--- src/rtl/pan_pkg.sv ---
// Shared pixel-analysis types: RGB cell word, line/frame geometry and a per-channel max helper.
package pan_pkg;

    localparam int CELL_W = 24;
    localparam int CHAN_W = 8;
    localparam int COL_W  = 7;
    localparam int BAND_W = 6;

    localparam int DEF_CELLS_PER_LINE  = 80;
    localparam int DEF_CELL_ROWS       = 24;
    localparam int DEF_BANDS_PER_FRAME = 45;

    typedef logic [CELL_W-1:0] rgb_t;

    // Unsigned per-channel maximum of two packed {R,G,B} words; ties return the common value.
    function automatic rgb_t rgb_max(input rgb_t a, input rgb_t b);
        rgb_t r;
        r = '0;
        for (int c = 0; c < 3; c++) begin
            r[c*CHAN_W +: CHAN_W] = (a[c*CHAN_W +: CHAN_W] > b[c*CHAN_W +: CHAN_W]) ?
                                    a[c*CHAN_W +: CHAN_W] : b[c*CHAN_W +: CHAN_W];
        end
        return r;
    endfunction

endpackage

--- src/rtl/cell_acc_ram.sv ---
// Per-column running-max store: simple dual-port RAM, one write and one registered read per cycle.
module cell_acc_ram
    import pan_pkg::*;
#(
    parameter int DEPTH  = DEF_CELLS_PER_LINE,
    parameter int ADDR_W = $clog2(DEF_CELLS_PER_LINE)
) (
    input  logic              clkn,
    input  logic              wr_en,
    input  logic [ADDR_W-1:0] wr_addr,
    input  rgb_t              wr_data,
    input  logic [ADDR_W-1:0] rd_addr,
    output rgb_t              rd_data
);

    rgb_t mem [DEPTH];
    rgb_t rd_data_q;

    // Write port and synchronous read port share the falling edge; a same-address read returns the old word.
    always_ff @(negedge clkn) begin
        if (wr_en) begin
            mem[wr_addr] <= wr_data;
        end
        rd_data_q <= mem[rd_addr];
    end

    assign rd_data = rd_data_q;

endmodule

--- src/rtl/cell_block_max.sv ---
// Second-stage block max: folds per-cell maxima down a band of lines and emits one block max per column.
module cell_block_max
    import pan_pkg::*;
#(
    parameter int CELLS_PER_LINE  = DEF_CELLS_PER_LINE,
    parameter int CELL_ROWS       = DEF_CELL_ROWS,
    parameter int BANDS_PER_FRAME = DEF_BANDS_PER_FRAME
) (
    input  logic              clkn,
    input  logic              reset,
    input  logic              sof,
    input  logic              valid_max_RGB,
    input  logic [CELL_W-1:0] max_RGB,
    output logic              valid_block_RGB,
    output logic [CELL_W-1:0] block_RGB,
    output logic [COL_W-1:0]  block_col,
    output logic [BAND_W-1:0] block_row
);

    localparam int ADDR_W = $clog2(CELLS_PER_LINE);
    localparam int ROW_W  = (CELL_ROWS > 1) ? $clog2(CELL_ROWS) : 1;

    localparam logic [COL_W-1:0]  COL_LAST  = COL_W'(CELLS_PER_LINE - 1);
    localparam logic [ROW_W-1:0]  ROW_LAST  = ROW_W'(CELL_ROWS - 1);
    localparam logic [BAND_W-1:0] BAND_LAST = BAND_W'(BANDS_PER_FRAME - 1);

    // Position counters
    logic [COL_W-1:0]  col_q,  col_d;
    logic [ROW_W-1:0]  row_q,  row_d;
    logic [BAND_W-1:0] band_q, band_d;
    logic [COL_W-1:0]  cur_col;
    logic [ROW_W-1:0]  cur_row;
    logic [BAND_W-1:0] cur_band;

    // Stage 1: captured input and its tags, RAM read in flight
    logic              s1_valid_q, s1_valid_d;
    rgb_t              s1_rgb_q,   s1_rgb_d;
    logic [COL_W-1:0]  s1_col_q,   s1_col_d;
    logic [ROW_W-1:0]  s1_row_q,   s1_row_d;
    logic [BAND_W-1:0] s1_band_q,  s1_band_d;

    // Stage 2: merge with accumulator and write back
    logic              s2_valid_q, s2_valid_d;
    rgb_t              s2_rgb_q,   s2_rgb_d;
    logic [COL_W-1:0]  s2_col_q,   s2_col_d;
    logic [ROW_W-1:0]  s2_row_q,   s2_row_d;
    logic [BAND_W-1:0] s2_band_q,  s2_band_d;

    // Bypass for a write that lands on the same edge as the read of the same column
    logic              fwd_valid_q, fwd_valid_d;
    rgb_t              fwd_rgb_q,   fwd_rgb_d;

    // Registered outputs
    logic              out_valid_q, out_valid_d;
    rgb_t              out_rgb_q,   out_rgb_d;
    logic [COL_W-1:0]  out_col_q,   out_col_d;
    logic [BAND_W-1:0] out_row_q,   out_row_d;

    rgb_t ram_rd_data;
    rgb_t acc_rgb;
    rgb_t new_rgb;
    logic emit;

    cell_acc_ram #(
        .DEPTH  (CELLS_PER_LINE),
        .ADDR_W (ADDR_W)
    ) u_acc_ram (
        .clkn    (clkn),
        .wr_en   (s2_valid_q && !reset),
        .wr_addr (s2_col_q[ADDR_W-1:0]),
        .wr_data (new_rgb),
        .rd_addr (s1_col_q[ADDR_W-1:0]),
        .rd_data (ram_rd_data)
    );

    // Raster position: sof zeroes the counters before the same-cycle input is tagged, then each input advances them.
    always_comb begin
        cur_col  = sof ? '0 : col_q;
        cur_row  = sof ? '0 : row_q;
        cur_band = sof ? '0 : band_q;
        col_d    = cur_col;
        row_d    = cur_row;
        band_d   = cur_band;
        if (valid_max_RGB) begin
            if (cur_col == COL_LAST) begin
                col_d = '0;
                if (cur_row == ROW_LAST) begin
                    row_d  = '0;
                    band_d = (cur_band == BAND_LAST) ? '0 : cur_band + 1'b1;
                end else begin
                    row_d = cur_row + 1'b1;
                end
            end else begin
                col_d = cur_col + 1'b1;
            end
        end
    end

    // Two-stage datapath: tag and read, then merge (first band row overwrites), write back and emit on the last row.
    always_comb begin
        s1_valid_d = valid_max_RGB;
        s1_rgb_d   = max_RGB;
        s1_col_d   = cur_col;
        s1_row_d   = cur_row;
        s1_band_d  = cur_band;

        s2_valid_d = s1_valid_q;
        s2_rgb_d   = s1_rgb_q;
        s2_col_d   = s1_col_q;
        s2_row_d   = s1_row_q;
        s2_band_d  = s1_band_q;

        acc_rgb = fwd_valid_q ? fwd_rgb_q : ram_rd_data;
        new_rgb = (s2_row_q == '0) ? s2_rgb_q : rgb_max(acc_rgb, s2_rgb_q);

        fwd_valid_d = s2_valid_q && s1_valid_q && (s2_col_q == s1_col_q);
        fwd_rgb_d   = new_rgb;

        emit        = s2_valid_q && (s2_row_q == ROW_LAST);
        out_valid_d = emit;
        out_rgb_d   = emit ? new_rgb  : '0;
        out_col_d   = emit ? s2_col_q : '0;
        out_row_d   = emit ? s2_band_q : '0;
    end

    // State update; reset drops counters, in-flight valids and outputs on the same edge.
    always_ff @(negedge clkn) begin
        if (reset) begin
            col_q       <= '0;
            row_q       <= '0;
            band_q      <= '0;
            s1_valid_q  <= 1'b0;
            s1_rgb_q    <= '0;
            s1_col_q    <= '0;
            s1_row_q    <= '0;
            s1_band_q   <= '0;
            s2_valid_q  <= 1'b0;
            s2_rgb_q    <= '0;
            s2_col_q    <= '0;
            s2_row_q    <= '0;
            s2_band_q   <= '0;
            fwd_valid_q <= 1'b0;
            fwd_rgb_q   <= '0;
            out_valid_q <= 1'b0;
            out_rgb_q   <= '0;
            out_col_q   <= '0;
            out_row_q   <= '0;
        end else begin
            col_q       <= col_d;
            row_q       <= row_d;
            band_q      <= band_d;
            s1_valid_q  <= s1_valid_d;
            s1_rgb_q    <= s1_rgb_d;
            s1_col_q    <= s1_col_d;
            s1_row_q    <= s1_row_d;
            s1_band_q   <= s1_band_d;
            s2_valid_q  <= s2_valid_d;
            s2_rgb_q    <= s2_rgb_d;
            s2_col_q    <= s2_col_d;
            s2_row_q    <= s2_row_d;
            s2_band_q   <= s2_band_d;
            fwd_valid_q <= fwd_valid_d;
            fwd_rgb_q   <= fwd_rgb_d;
            out_valid_q <= out_valid_d;
            out_rgb_q   <= out_rgb_d;
            out_col_q   <= out_col_d;
            out_row_q   <= out_row_d;
        end
    end

    assign valid_block_RGB = out_valid_q;
    assign block_RGB       = out_rgb_q;
    assign block_col       = out_col_q;
    assign block_row       = out_row_q;

endmodule

--- config.mk ---
export PLATFORM = sky130hd
export DESIGN_NAME = cell_block_max
export DESIGN_NICKNAME = d
export VERILOG_FILES = /design/src/rtl/pan_pkg.sv /design/src/rtl/cell_acc_ram.sv /design/src/rtl/cell_block_max.sv
export SDC_FILE = /design/constraint.sdc
export NUM_CORES = 2
export LEC_CHECK = 0
export ABC_AREA = 1
export BUFFER_PORTS_ARGS = -buffer_cell sky130_fd_sc_hd__buf_2
export CAP_MARGIN = 20
export CORE_ASPECT_RATIO = 0.8
export CORE_MARGIN = 10
export CORE_UTILIZATION = 45
export CTS_BUF_LIST = sky130_fd_sc_hd__clkbuf_4 sky130_fd_sc_hd__clkbuf_8 sky130_fd_sc_hd__clkbuf_16
export DETAILED_ROUTE_END_ITERATION = 16
export GPL_ROUTABILITY_DRIVEN = 0
export HOLD_SLACK_MARGIN = 0.08
export MAX_ROUTING_LAYER = met4
export PLACE_DENSITY_LB_ADDON = 0.08
export SYNTH_ARGS = -nofsm -noshare
export SYNTH_HDL_FRONTEND = slang
export SYNTH_SLANG_ARGS = --single-unit
--- constraint.sdc ---
create_clock -name clkn -period 4.87 [get_ports clkn]
set_input_delay 0.974 -clock clkn [delete_from_list [all_inputs] [get_ports clkn]]
set_output_delay 0.974 -clock clkn [all_outputs]
set_load 0.03 [all_outputs]
==> out/qor.yml <==
synth:
  yosysMostFrequentCell: "nand2_1"
  syn_nets: 7180
  synth_area_leader_cell: "edfxtp_1"
  netlist_top_cells_area: "edfxtp_1 (69%), nand2_1 (8.9%), nand3_1 (8.8%), dfxtp_1 (4.6%), nor2_1 (2.0%)"
  synth_edf_count: 1920
  yosys-top-cells-count: "nand2_1 (1974), edfxtp_1 (1920), nand3_1 (1463)"
  yosysSeqAreaShare_pct: 73.5
  ys_types: 35
  avgSynthCellArea_um2: 11.7
  syn-cell-area_um2: 83600
  yosys.area.top_type_share_pct: 68.9
  synth-seq-cells: 2111
  synthCells: 7124
  yosys_warnings: 0
  async_flop_share_pct: 0
  synth_flop_cell: "edfxtp_1"
floorplanning:
  die_x_um: 502
  die-area_um2: 204000
  start_util_pct: 45.3
  io_pins: 66
  num_rows: 141
  core-area_um2: 185000
  die_h_um: 406
power:
  p_per_area_nw_per_um2: 432
  total_power_mw: 45.2
  p_leak_nw: 45.9
  irDropWorstVdd_mv: 0.326
critical_path:
  cp-startpoint: "block_RGB[18]$_SDFF_NP0_"
  arrival_ns: 3.77
  cp_num_buf_inv: 1
  crit_required_ns: 3.90
  slowest_delay_ns: 0.31
  r2r-start: "fwd_valid_q$_SDFF_NP0_"
  critical_path.max_fanout: 1
  cp-end-kind: "primary output"
  crit_chain: "buf_2"
  worst_path_max_delay_cell: "dfxtp_1"
  crit_path_start_kind: "register"
  crit_family: "flip-flops"
  critPathKind: "reg -> out"
min_path:
  worstHoldStart: "s1_rgb_q[6]$_SDFF_NP0_"
  min_path_type: "reg -> reg"
sta:
  setup_viol: 0
  finClkSkew_ns: 0.0359
  rsz0062_at_grt: "false"
  finalHoldViolations: 0
  slew_headroom_pct: 22.3
  worst_pin_slew_ns: 1.17
  slew_violations: 0
cts:
  clkSinkCount: 2111
  clockBufferDepth: 3
  cts-resized-gates: 0
  htreeDepth: 4
  tritoncts: "built"
  cts_buffers: 213
  cts_root_buf: "clkbuf_16"
  postCtsSetupBuffers: 0
  path_clk_slew_ns: 0.05
  postCtsHoldBufs: 0
  clk_latency_ns: 0.81
global_routing:
  grt_pass1_wl_um: 400000
  grt_max_degree: 210
  antenna_found_initial: 8
  grt.total_usage_pct: 27.3
  grt_pass1_vias: 65040
  gr-total-overflow: 0
layout:
  finalNetCount: 9385
  area_growth_pct: 25.1
  final_core_util_pct: 56.7
  drive_gt1_share_pct: 8.21
routing:
  drt_wl_total_um: 274000
  ant_nets: 0
  dr.pass1.iters: 8
  drc: 0
  wl_per_cell_um: 23.0
  num_vias: 63904
  drtIter0Drc: 7632
  vias_per_cell: 5.35
flow_run:
  cap_violations: 0
status:
  status: "completed"
placement:
  numPortBuffers: 65
  dpl.hpwl_um: 156000
==> flip-flops by register name, summed over array words and instances (netlist names), 24 cells and up <==
register / count
s1_rgb_q: 24
s2_rgb_q: 24
fwd_rgb_q: 24
u_acc_ram.rd_data: 24
block_RGB: 24
u_acc_ram.mem: 1920
==> path summary, 6_finish.rpt <==
kind | end | slack (ns) | cells past startpoint
max | block_RGB[18] | 0.13 | 1
min | s2_rgb_q[6]$_SDFF_NP0_ | 0.39 | 2
max reg2reg | u_acc_ram.mem[35][18]$_DFFE_NP_ | 0.74 | 14
min reg2reg | s2_rgb_q[6]$_SDFF_NP0_ | 0.39 | 2
==> per-layer routing <==
metal	routed length, um	up-vias	GRT usage [%]
met5	0	-	-
met4	6600	0	10.8
met3	24900	400	8.84
met2	127000	2905	39.5
met1	116000	31147	35.8
li1	-	29452	-
==> cells by family (layout without fill, tap and decap cells) <==
group	count (synthesis)	in the layout	synth area share [%]
buffers and inverters	666	3048	3.46
adder cells (fa/ha/maj)	28	28	0.419
multiplexers	3	3	0.0359
AND/OR/NAND/NOR	3915	3915	19.8
AO/OA/AOI/OAI	392	392	2.66
other	0	5	0
XOR/XNOR	9	9	0.0942
flip-flops	2111	2111	73.5
==> per-stage QoR <==
stage | hold WS (ns) | instances | instance area, um^2 | worst slack (ns) | setup TNS [ns]
detailed placement | 0.392 | 9435 | 89400 | -0.113 | -0.556
floorplan | 0.388 | 7124 | 84200 | -0.591 | -489.75
global placement | 0.392 | 9435 | 89400 | -0.145 | -0.869
global route | 0.401 | 11937 | 105000 | 0.0602 | 0
finish | 0.386 | 11942 | 105000 | 0.126 | 0
CTS | 0.393 | 11937 | 105000 | 0.0813 | 0
==> cell type report <==
type	instances	area, um^2
Timing Repair Buffer	326	4180
Inverter	219	858
Multi-Input combinational cell	4347	19800
Fill cell	16292	80100
Antenna cell	5	12.5
Clock inverter	2285	9780
Sequential cell	2111	61500
Tap cell	2431	3040
Clock buffer	218	5460
==> layout by cell type, fill, tap and decap left out, types with 2 or more instances in the layout <==
cell / instances
buf_12: 151
o21ai_0: 234
nor2_4: 73
clkinvlp_2: 52
buf_4: 111
ha_1: 28
inv_1: 2354
nor3_1: 16
nor2_2: 8
clkinv_1: 2
nor4_1: 2
a211oi_1: 2
xor2_1: 5
dfxtp_4: 4
inv_6: 8
inv_4: 11
a21oi_1: 20
clkinv_8: 3
dfxtp_1: 186
diode_2: 5
nor2_1: 373
o21ai_1: 30
xnor2_1: 4
clkbuf_16: 218
mux2i_1: 3
nand2_1: 1974
inv_2: 29
bufinv_16: 39
o221ai_1: 42
nand4_1: 5
o211ai_1: 4
buf_2: 64
nand3_1: 1463
edfxtp_1: 1920
clkinv_4: 3
inv_8: 2
o22ai_1: 54
==> power by group <==
| group | leakage (nW) | switching, mW | internal [mW] | total (mW) |
|---|---|---|---|---|
| combinational | 11.7 | 0.984 | 0.281 | 1.27 |
| clock | 14.9 | 11.6 | 12.5 | 24.0 |
| sequential | 19.2 | 0.0193 | 19.9 | 19.9 |
| total | 45.9 | 12.6 | 32.6 | 45.2 |
No activity file was read; power rests on OpenSTA's default activity.
